$ cat src/rtl/writeback_stage.sv
// Writeback stage: retires ALU, PC+4 and load results into the register bank, one instruction per two cycles.
// Optional macro WB_MISALIGN_TRAP_EN enables misaligned-load detection (error pulse, write suppressed).
module writeback_stage (
    input  logic        clk,
    input  logic        reset,
    input  logic        in_valid,
    output logic        in_ready,
    input  logic [4:0]  in_rd_addr,
    input  logic        in_rd_we,
    input  logic [1:0]  in_wb_sel,
    input  logic [31:0] in_alu_result,
    input  logic [31:0] in_pc,
    input  logic [2:0]  in_funct3,
    input  logic [1:0]  in_addr_lo,
    input  logic        mem_rsp_valid,
    input  logic [31:0] mem_rsp_data,
    output logic [4:0]  rd_addr,
    output logic        rd_we,
    output logic [31:0] rd_data_from_wb,
    output logic        busy,
    output logic        misalign_err
);

    typedef enum logic [1:0] {
        IDLE     = 2'd0,
        WAIT_MEM = 2'd1,
        WRITE    = 2'd2
    } state_t;

    localparam logic [1:0] SEL_ALU  = 2'b00;
    localparam logic [1:0] SEL_LOAD = 2'b01;
    localparam logic [1:0] SEL_PC4  = 2'b10;
    localparam logic [1:0] SEL_NONE = 2'b11;

    state_t      state;
    state_t      state_next;

    logic [4:0]  cap_rd;
    logic        cap_we;
    logic [2:0]  cap_funct3;
    logic [1:0]  cap_addr_lo;

    logic [4:0]  rd_addr_q;
    logic        rd_we_q;
    logic [31:0] rd_data_q;

    logic        accept;
    logic        rsp_take;
    logic [31:0] nonload_result;
    logic        nonload_we;
    logic [7:0]  load_byte;
    logic [15:0] load_half;
    logic [31:0] load_data;
    logic        load_misaligned;
    logic        load_we;

    assign accept   = in_valid && (state == IDLE);
    assign rsp_take = mem_rsp_valid && (state == WAIT_MEM);

    assign in_ready        = (state == IDLE);
    assign busy            = (state != IDLE);
    assign rd_addr         = rd_addr_q;
    assign rd_we           = rd_we_q;
    assign rd_data_from_wb = rd_data_q;

    always_comb begin
        state_next = state;
        case (state)
            IDLE: begin
                if (in_valid) begin
                    state_next = (in_wb_sel == SEL_LOAD) ? WAIT_MEM : WRITE;
                end
            end
            WAIT_MEM: begin
                if (mem_rsp_valid) begin
                    state_next = WRITE;
                end
            end
            WRITE:   state_next = IDLE;
            default: state_next = IDLE;
        endcase
    end

    // Register writes to x0, instructions without a destination and the "none" source all retire silently.
    always_comb begin
        nonload_result = in_alu_result;
        if (in_wb_sel == SEL_PC4) begin
            nonload_result = in_pc + 32'd4;
        end
        nonload_we = in_rd_we && (in_rd_addr != 5'd0) && (in_wb_sel != SEL_NONE);
    end

    always_comb begin
        load_byte = mem_rsp_data[7:0];
        case (cap_addr_lo)
            2'd0: load_byte = mem_rsp_data[7:0];
            2'd1: load_byte = mem_rsp_data[15:8];
            2'd2: load_byte = mem_rsp_data[23:16];
            2'd3: load_byte = mem_rsp_data[31:24];
            default: load_byte = mem_rsp_data[7:0];
        endcase
        load_half = cap_addr_lo[1] ? mem_rsp_data[31:16] : mem_rsp_data[15:0];

        load_data = mem_rsp_data;
        case (cap_funct3)
            3'b000:  load_data = {{24{load_byte[7]}}, load_byte};
            3'b100:  load_data = {24'd0, load_byte};
            3'b001:  load_data = {{16{load_half[15]}}, load_half};
            3'b101:  load_data = {16'd0, load_half};
            default: load_data = mem_rsp_data;
        endcase
    end

`ifdef WB_MISALIGN_TRAP_EN
    // Only halfword and word loads can be misaligned; unknown funct3 values behave as word loads without trapping.
    always_comb begin
        load_misaligned = 1'b0;
        case (cap_funct3)
            3'b001, 3'b101: load_misaligned = cap_addr_lo[0];
            3'b010:         load_misaligned = (cap_addr_lo != 2'd0);
            default:        load_misaligned = 1'b0;
        endcase
    end
`else
    assign load_misaligned = 1'b0;
`endif

    assign load_we = cap_we && (cap_rd != 5'd0) && !load_misaligned;

    always_ff @(posedge clk or negedge reset) begin
        if (!reset) begin
            state <= IDLE;
        end else begin
            state <= state_next;
        end
    end

    // Outputs are loaded only on entry to WRITE, so they hold their last values through IDLE and WAIT_MEM.
    always_ff @(posedge clk or negedge reset) begin
        if (!reset) begin
            cap_rd      <= 5'd0;
            cap_we      <= 1'b0;
            cap_funct3  <= 3'd0;
            cap_addr_lo <= 2'd0;
            rd_addr_q   <= 5'd0;
            rd_we_q     <= 1'b0;
            rd_data_q   <= 32'd0;
        end else begin
            rd_we_q <= 1'b0;
            if (accept) begin
                cap_rd      <= in_rd_addr;
                cap_we      <= in_rd_we;
                cap_funct3  <= in_funct3;
                cap_addr_lo <= in_addr_lo;
                if (in_wb_sel != SEL_LOAD) begin
                    rd_addr_q <= in_rd_addr;
                    rd_data_q <= nonload_result;
                    rd_we_q   <= nonload_we;
                end
            end
            if (rsp_take) begin
                rd_addr_q <= cap_rd;
                rd_data_q <= load_data;
                rd_we_q   <= load_we;
            end
        end
    end

`ifdef WB_MISALIGN_TRAP_EN
    logic misalign_q;

    always_ff @(posedge clk or negedge reset) begin
        if (!reset) begin
            misalign_q <= 1'b0;
        end else begin
            misalign_q <= rsp_take && load_misaligned;
        end
    end

    assign misalign_err = misalign_q;
`else
    assign misalign_err = 1'b0;
`endif

endmodule

$ cat config.mk
export PLATFORM = sky130hd
export DESIGN_NAME = writeback_stage
export DESIGN_NICKNAME = d
export VERILOG_FILES = /design/src/rtl/writeback_stage.sv
export SDC_FILE = /design/constraint.sdc
export NUM_CORES = 1
export LEC_CHECK = 0
export CAP_MARGIN = 20
export CORE_UTILIZATION = 35
export DETAILED_ROUTE_END_ITERATION = 10
export PLACE_DENSITY = 0.69
export SLEW_MARGIN = 20
export SYNTH_ARGS = -nofsm -noshare
export SYNTH_HDL_FRONTEND = slang
export SYNTH_SLANG_ARGS = --single-unit
$ cat constraint.sdc
create_clock -name clk -period 2.54 [get_ports clk]
set_clock_uncertainty 0.15 [all_clocks]
set_input_delay 0.381 -clock clk [delete_from_list [all_inputs] [get_ports clk]]
set_output_delay 0.381 -clock clk [all_outputs]
set_load 0.03 [all_outputs]
### After elaboration in Yosys (flattened, before gate mapping)

Index checks and enable logic that the tools add are counted.

* flip-flop bits (word level): 51
* latch bits: 0
* RAM bits: 0
* ROM bits: 0
* output and inout bits: 41
* word-level logic and storage cells: 54
* memories: 0

* $add $sub $neg: 1
* multiply operators: 0
* divide/modulo/power cells: 0
* $lt $le $gt $ge: 0
* eq/ne operators: 13
* shift-type cells: 0
* multiplexer cells: 17
* bitwise gates (word level): 0
* reductions and logical operators: 15

Operators with widths (number)
* $mux 32: 4
* $pmux 32 s4: 1
* $add 32x3->32 const B: 1
* $pmux 8 s4: 1
* $mux 16: 1
* $mux 5: 3
* $reduce_bool 5->1: 2
* $eq 2x1->1 const B: 3
* $eq 2x2->1 const B: 3
* $eq 3x3->1 const B: 2
* $mux 2: 3
* $ne 2x2->1 const B: 3
* $reduce_bool 2->1: 3
* $logic_and 1x1->1: 5
* $logic_not 2->1: 2
* $pmux 2 s2: 1
* $reduce_and 2->1: 2
* $eq 3x1->1 const B: 1
* $logic_not 3->1: 1
* $mux 1: 3
* $ne 2x1->1 const B: 1

### Logic depth before layout (Yosys ltp)

* depth in word-level cells: 6
* gate-level depth with buffers: 7

### Least setup slack after synthesis

No wires, ideal clock.

* path type: input port to flip-flop
* start point: in in_pc[2]
* end point: reg rd_data_q[26] (netlist: rd_data_from_wb[26])
* library setup time: 0.094 ns
* data arrival time: 1.818 ns
* required time: 2.296 ns
* path slack: 0.478 ns
* stages on the path: 6
* buffers on the path: 0
* path through: ha_1 -> nand4_1 -> nor4_1 -> nand4_1 -> xor2_1 -> a211oi_1

* word-level cells in the longest chain between the ends: 5

Ends and longest elaborated chain
* start: declaration: RTL line 12 `input logic [31:0] in_pc,`
* $add 32x3->32: RTL line 88 `nonload_result = in_pc + 32'd4;`
* $mux 32: RTL line 87 `if (in_wb_sel == SEL_PC4) begin`
* $mux 32: RTL line 155 `if (in_wb_sel != SEL_LOAD) begin`
* $mux 32: RTL line 150 `if (accept) begin`
* $mux 32: RTL line 161 `if (rsp_take) begin`
* end signal: assignment: RTL line 157 `rd_data_q <= nonload_result;`
* end signal: assignment: RTL line 163 `rd_data_q <= load_data;`
* end: declaration: RTL line 45 `logic [31:0] rd_data_q;`

No other way between the ends. The select of a mux whose other input is x is not followed.
A chain may end at the register's enable or synchronous reset.

### Worst setup path in the final report

* start point: reg state[0]
* end point: out in_ready

* word-level cells in the longest chain between the ends: 1

Ends and longest elaborated chain
* start: declaration: RTL line 35 `state_t state;`
* start signal: assignment: RTL line 134 `state <= state_next;`
* $logic_not 2->1: RTL line 60 `assign in_ready = (state == IDLE);`
* end: declaration: RTL line 7 `output logic in_ready,`

No other way between the ends.

==> reports/results.ini <==
[outcome]
outcome = finished, final reports clean

[routing]
detail_route.wirelength.met1_um = 5820
routed_wire_length_per_instance_um = 17.9
dr.max_layer_used = met4
met2_routed_wl_um = 6080
firstDrtPassIters = 5
drt_iter0_drc = 218
routed-wl-met3_um = 944
route.vias.total = 4032
drt.antenna.violating_nets = 0
wirelength_um = 13000
drt_drc_violations_left = 0
detail_route.vias_per_cell = 5.55

[critical_path]
crit_type = reg -> out
timing.critical_path.arrival_ps = 1770
data_required_critical_path_ps = 2010
critical_path.endpoint_type = output pin
cp-start-kind = flip-flop
worstPathMaxFanout = 6

[global_routing]
grt_overflow_total = 0
grt_max_degree = 52
grt_pass1_vias = 3828
grt_antenna_before_repair = 0
grt_pass1_wl_um = 20200
grt_util_all_layers_pct = 25.3

[yosys]
syn_area_per_cell_um2 = 8.69
synthCells = 407
synthDistinctLibCells = 59
synth-edff-count = 0
synth.ff_latch_count = 51
synthDominantCellAreaShare_pct = 36.1
async_set_reset_flop_share_out_of_synthesis_pct = 100
synth.cell_area_um2 = 3540
synth_fp_nets = 521
seq_area_frac_synth_pct = 36.1
synthTopCellsByArea = sky130_fd_sc_hd__dfrtp_1 (36%), sky130_fd_sc_hd__a21oi_1 (5.1%), sky130_fd_sc_hd__nand2_1 (3.3%)
postSynth.topFlopCell = sky130_fd_sc_hd__dfrtp_1
netlist.top_cell.by_area = sky130_fd_sc_hd__dfrtp_1
ys.warnings.count = 0

[clock_network]
cts_resized = 0
clock_sink_count = 51
cts_root_buf = sky130_fd_sc_hd__clkbuf_8
tritoncts = built
insertion_delay_ps = 310
clock_tree_buffer_depth = 2
cts_buffers = 5
clkSlewWorstSetupHoldPaths_ps = 100
cts_htree_levels = 2

[timing]
timing.final.setup_violations = 0
fin_ws_ps = 237
min_period_over_period_pct = 90.7
hold_violation_total_from_the_final_report = 0
final_report_max_slew_violation_count = 0
period_minus_slack_ps = 2300
slew-limit-headroom_pct = 58.9
timing_worst_slew_pin_value_ps = 601
hold_slack_ps = 352
max_clock_freq_mhz = 434
setup_repair_after_global_routing_missed_its_margin = false

[floorplan]
chipWidth_um = 103
coreArea_um2 = 9770
floorplan.rows = 36
initial_core_util_pct = 36.2
design.die.area_um2 = 10500
die_y_um = 103
io-pin-count = 154

[layout]
final_layout_size_suffix_gt1_share_pct = 14.0
finish.cell_count_without_fillers = 727
finalCoreUtilization_pct = 57.9
antennaDiodeCount = 0
area.growth.synth_to_final_pct = 60.1
nNetsFinal = 707

[placement]
number_of_buffer_cells_added_on_primary_ports = 152
dp.cells = 718
detailed_place_hpwl_um = 10400
post-place-ws_ps = -126
place_congestion = 0.888

[pwr]
power.static_leakage_nw = 2.29
vdd_ir_drop_max_mv = 0.330
power_density_nw_per_um2 = 639

[min_path]
timing.hold.worst.class = reg -> reg

[flow_run]
drv.max_cap_violation_count = 0

==> per-layer routing <==
layer,track usage [%],vias up
met5,0,-
met4,6.15,0
met3,3.25,15
met2,40.6,187
met1,36.1,1906
li1,-,1924
==> flip-flops by register name, summed over array words and instances, names as in the netlist <==
signal,cells
rd_addr,5
cap_rd,5
cap_addr_lo,2
cap_we,1
rd_data_from_wb,32
rd_we,1
cap_funct3,3
state,2
==> layout by cell type (no fill, tap or decap), drive strengths merged, types with 5 or more instances in the layout <==
cell / n
mux2: 10
inv: 12
clkdlybuf4s50: 151
o21ai: 18
and3: 8
buf: 53
a221oi: 8
o22ai: 16
xnor2: 10
a31oi: 9
mux2i: 5
nand2: 31
xor2: 13
clkbuf: 5
nand3: 17
dfrtp: 51
a211oi: 14
a22oi: 10
nor2: 31
nand4: 11
a21o: 7
a21oi: 36
nor2b: 10
==> what timing repair did <==
item / in CTS / in global routing
setup buffers: 0 / 0
hold buffers: 1 / 0
endpoints found under the hold margin: 51 / 0
==> report_power, final <==
| group | internal [mW] | switching, mW |
|---|---|---|
| combinational | 0.860 | 0.965 |
| sequential | 1.03 | 0.169 |
| clock | 0.297 | 0.294 |
| total | 2.19 | 1.43 |
==> synthesized netlist by cell type, types with 4 or more instances <==
cell type,number
sky130_fd_sc_hd__a211o_1,4
sky130_fd_sc_hd__a211oi_1,14
sky130_fd_sc_hd__a21o_1,7
sky130_fd_sc_hd__a21oi_1,36
sky130_fd_sc_hd__a221oi_1,8
sky130_fd_sc_hd__a22oi_1,10
sky130_fd_sc_hd__a31oi_1,9
sky130_fd_sc_hd__and3_1,8
sky130_fd_sc_hd__clkbuf_1,20
sky130_fd_sc_hd__dfrtp_1,51
sky130_fd_sc_hd__inv_1,11
sky130_fd_sc_hd__mux2_2,10
sky130_fd_sc_hd__mux2i_1,5
sky130_fd_sc_hd__nand2_1,31
sky130_fd_sc_hd__nand3_1,16
sky130_fd_sc_hd__nand4_1,10
sky130_fd_sc_hd__nor2_1,30
sky130_fd_sc_hd__nor2b_1,10
sky130_fd_sc_hd__o211ai_1,4
sky130_fd_sc_hd__o21ai_0,17
sky130_fd_sc_hd__o221ai_1,4
sky130_fd_sc_hd__o22ai_1,16
sky130_fd_sc_hd__xnor2_1,10
sky130_fd_sc_hd__xor2_1,13
==> layout make-up <==
class / count / area (um^2)
fillers: 890 / 4110
multi-input cells: 319 / 2110
repair buffers: 205 / 1950
flip-flops and latches: 51 / 1280
well taps: 133 / 166
clock buffers: 5 / 68.8
clock inverters: 3 / 46.3
inverters: 11 / 41.3
==> per-stage QoR <==
step / setup TNS, ps / power (mW) / cell area [um^2]
final: 0 / 3.62 / 5660
after global routing: 0 / 3.81 / 5660
after CTS: 0 / 3.62 / 5660
after detailed placement: -126 / 3.03 / 5540
after global placement: -86.8 / 3.01 / 5540
after floorplan: 0 / 2.15 / 3540
==> cells by family after synthesis <==
kind of cell	count (synthesis)	share of synthesized area (%)
multiplexers	16	5.24
other	1	0.106
adder cells (fa/ha/maj)	1	0.354
buffers and inverters	37	4.24
flip-flops	51	36.1
XOR/XNOR	23	5.69
AO/OA/AOI/OAI	147	28.0
AND/OR/NAND/NOR	131	20.3
==> final timing paths <==
check / startpoint / endpoint / slack, ps / cells past startpoint
setup / recovery: state[0]$_DFFE_PN0P_ / in_ready / 240 / 3
hold / removal: state[1]$_DFFE_PN0P_ / state[0]$_DFFE_PN0P_ / 350 / 1
max in group asynchronous: reset / cap_addr_lo[1]$_DFFE_PN0P_ / 1560 / 3
hold reg to reg: state[1]$_DFFE_PN0P_ / state[0]$_DFFE_PN0P_ / 350 / 1
setup reg to reg: cap_addr_lo[1]$_DFFE_PN0P_ / rd_data_from_wb[3]$_DFFE_PN0P_ / 430 / 7
min in group asynchronous: reset / rd_data_from_wb[27]$_DFFE_PN0P_ / 410 / 3
==> worst max-delay path, cell delays in order (launching register included) <==
cell                              delay (ps)
sky130_fd_sc_hd__dfrtp_1                 430
sky130_fd_sc_hd__or2_2                   320
sky130_fd_sc_hd__inv_1                    50
sky130_fd_sc_hd__clkdlybuf4s50_1         660
(Power assumes the default switching activity.)
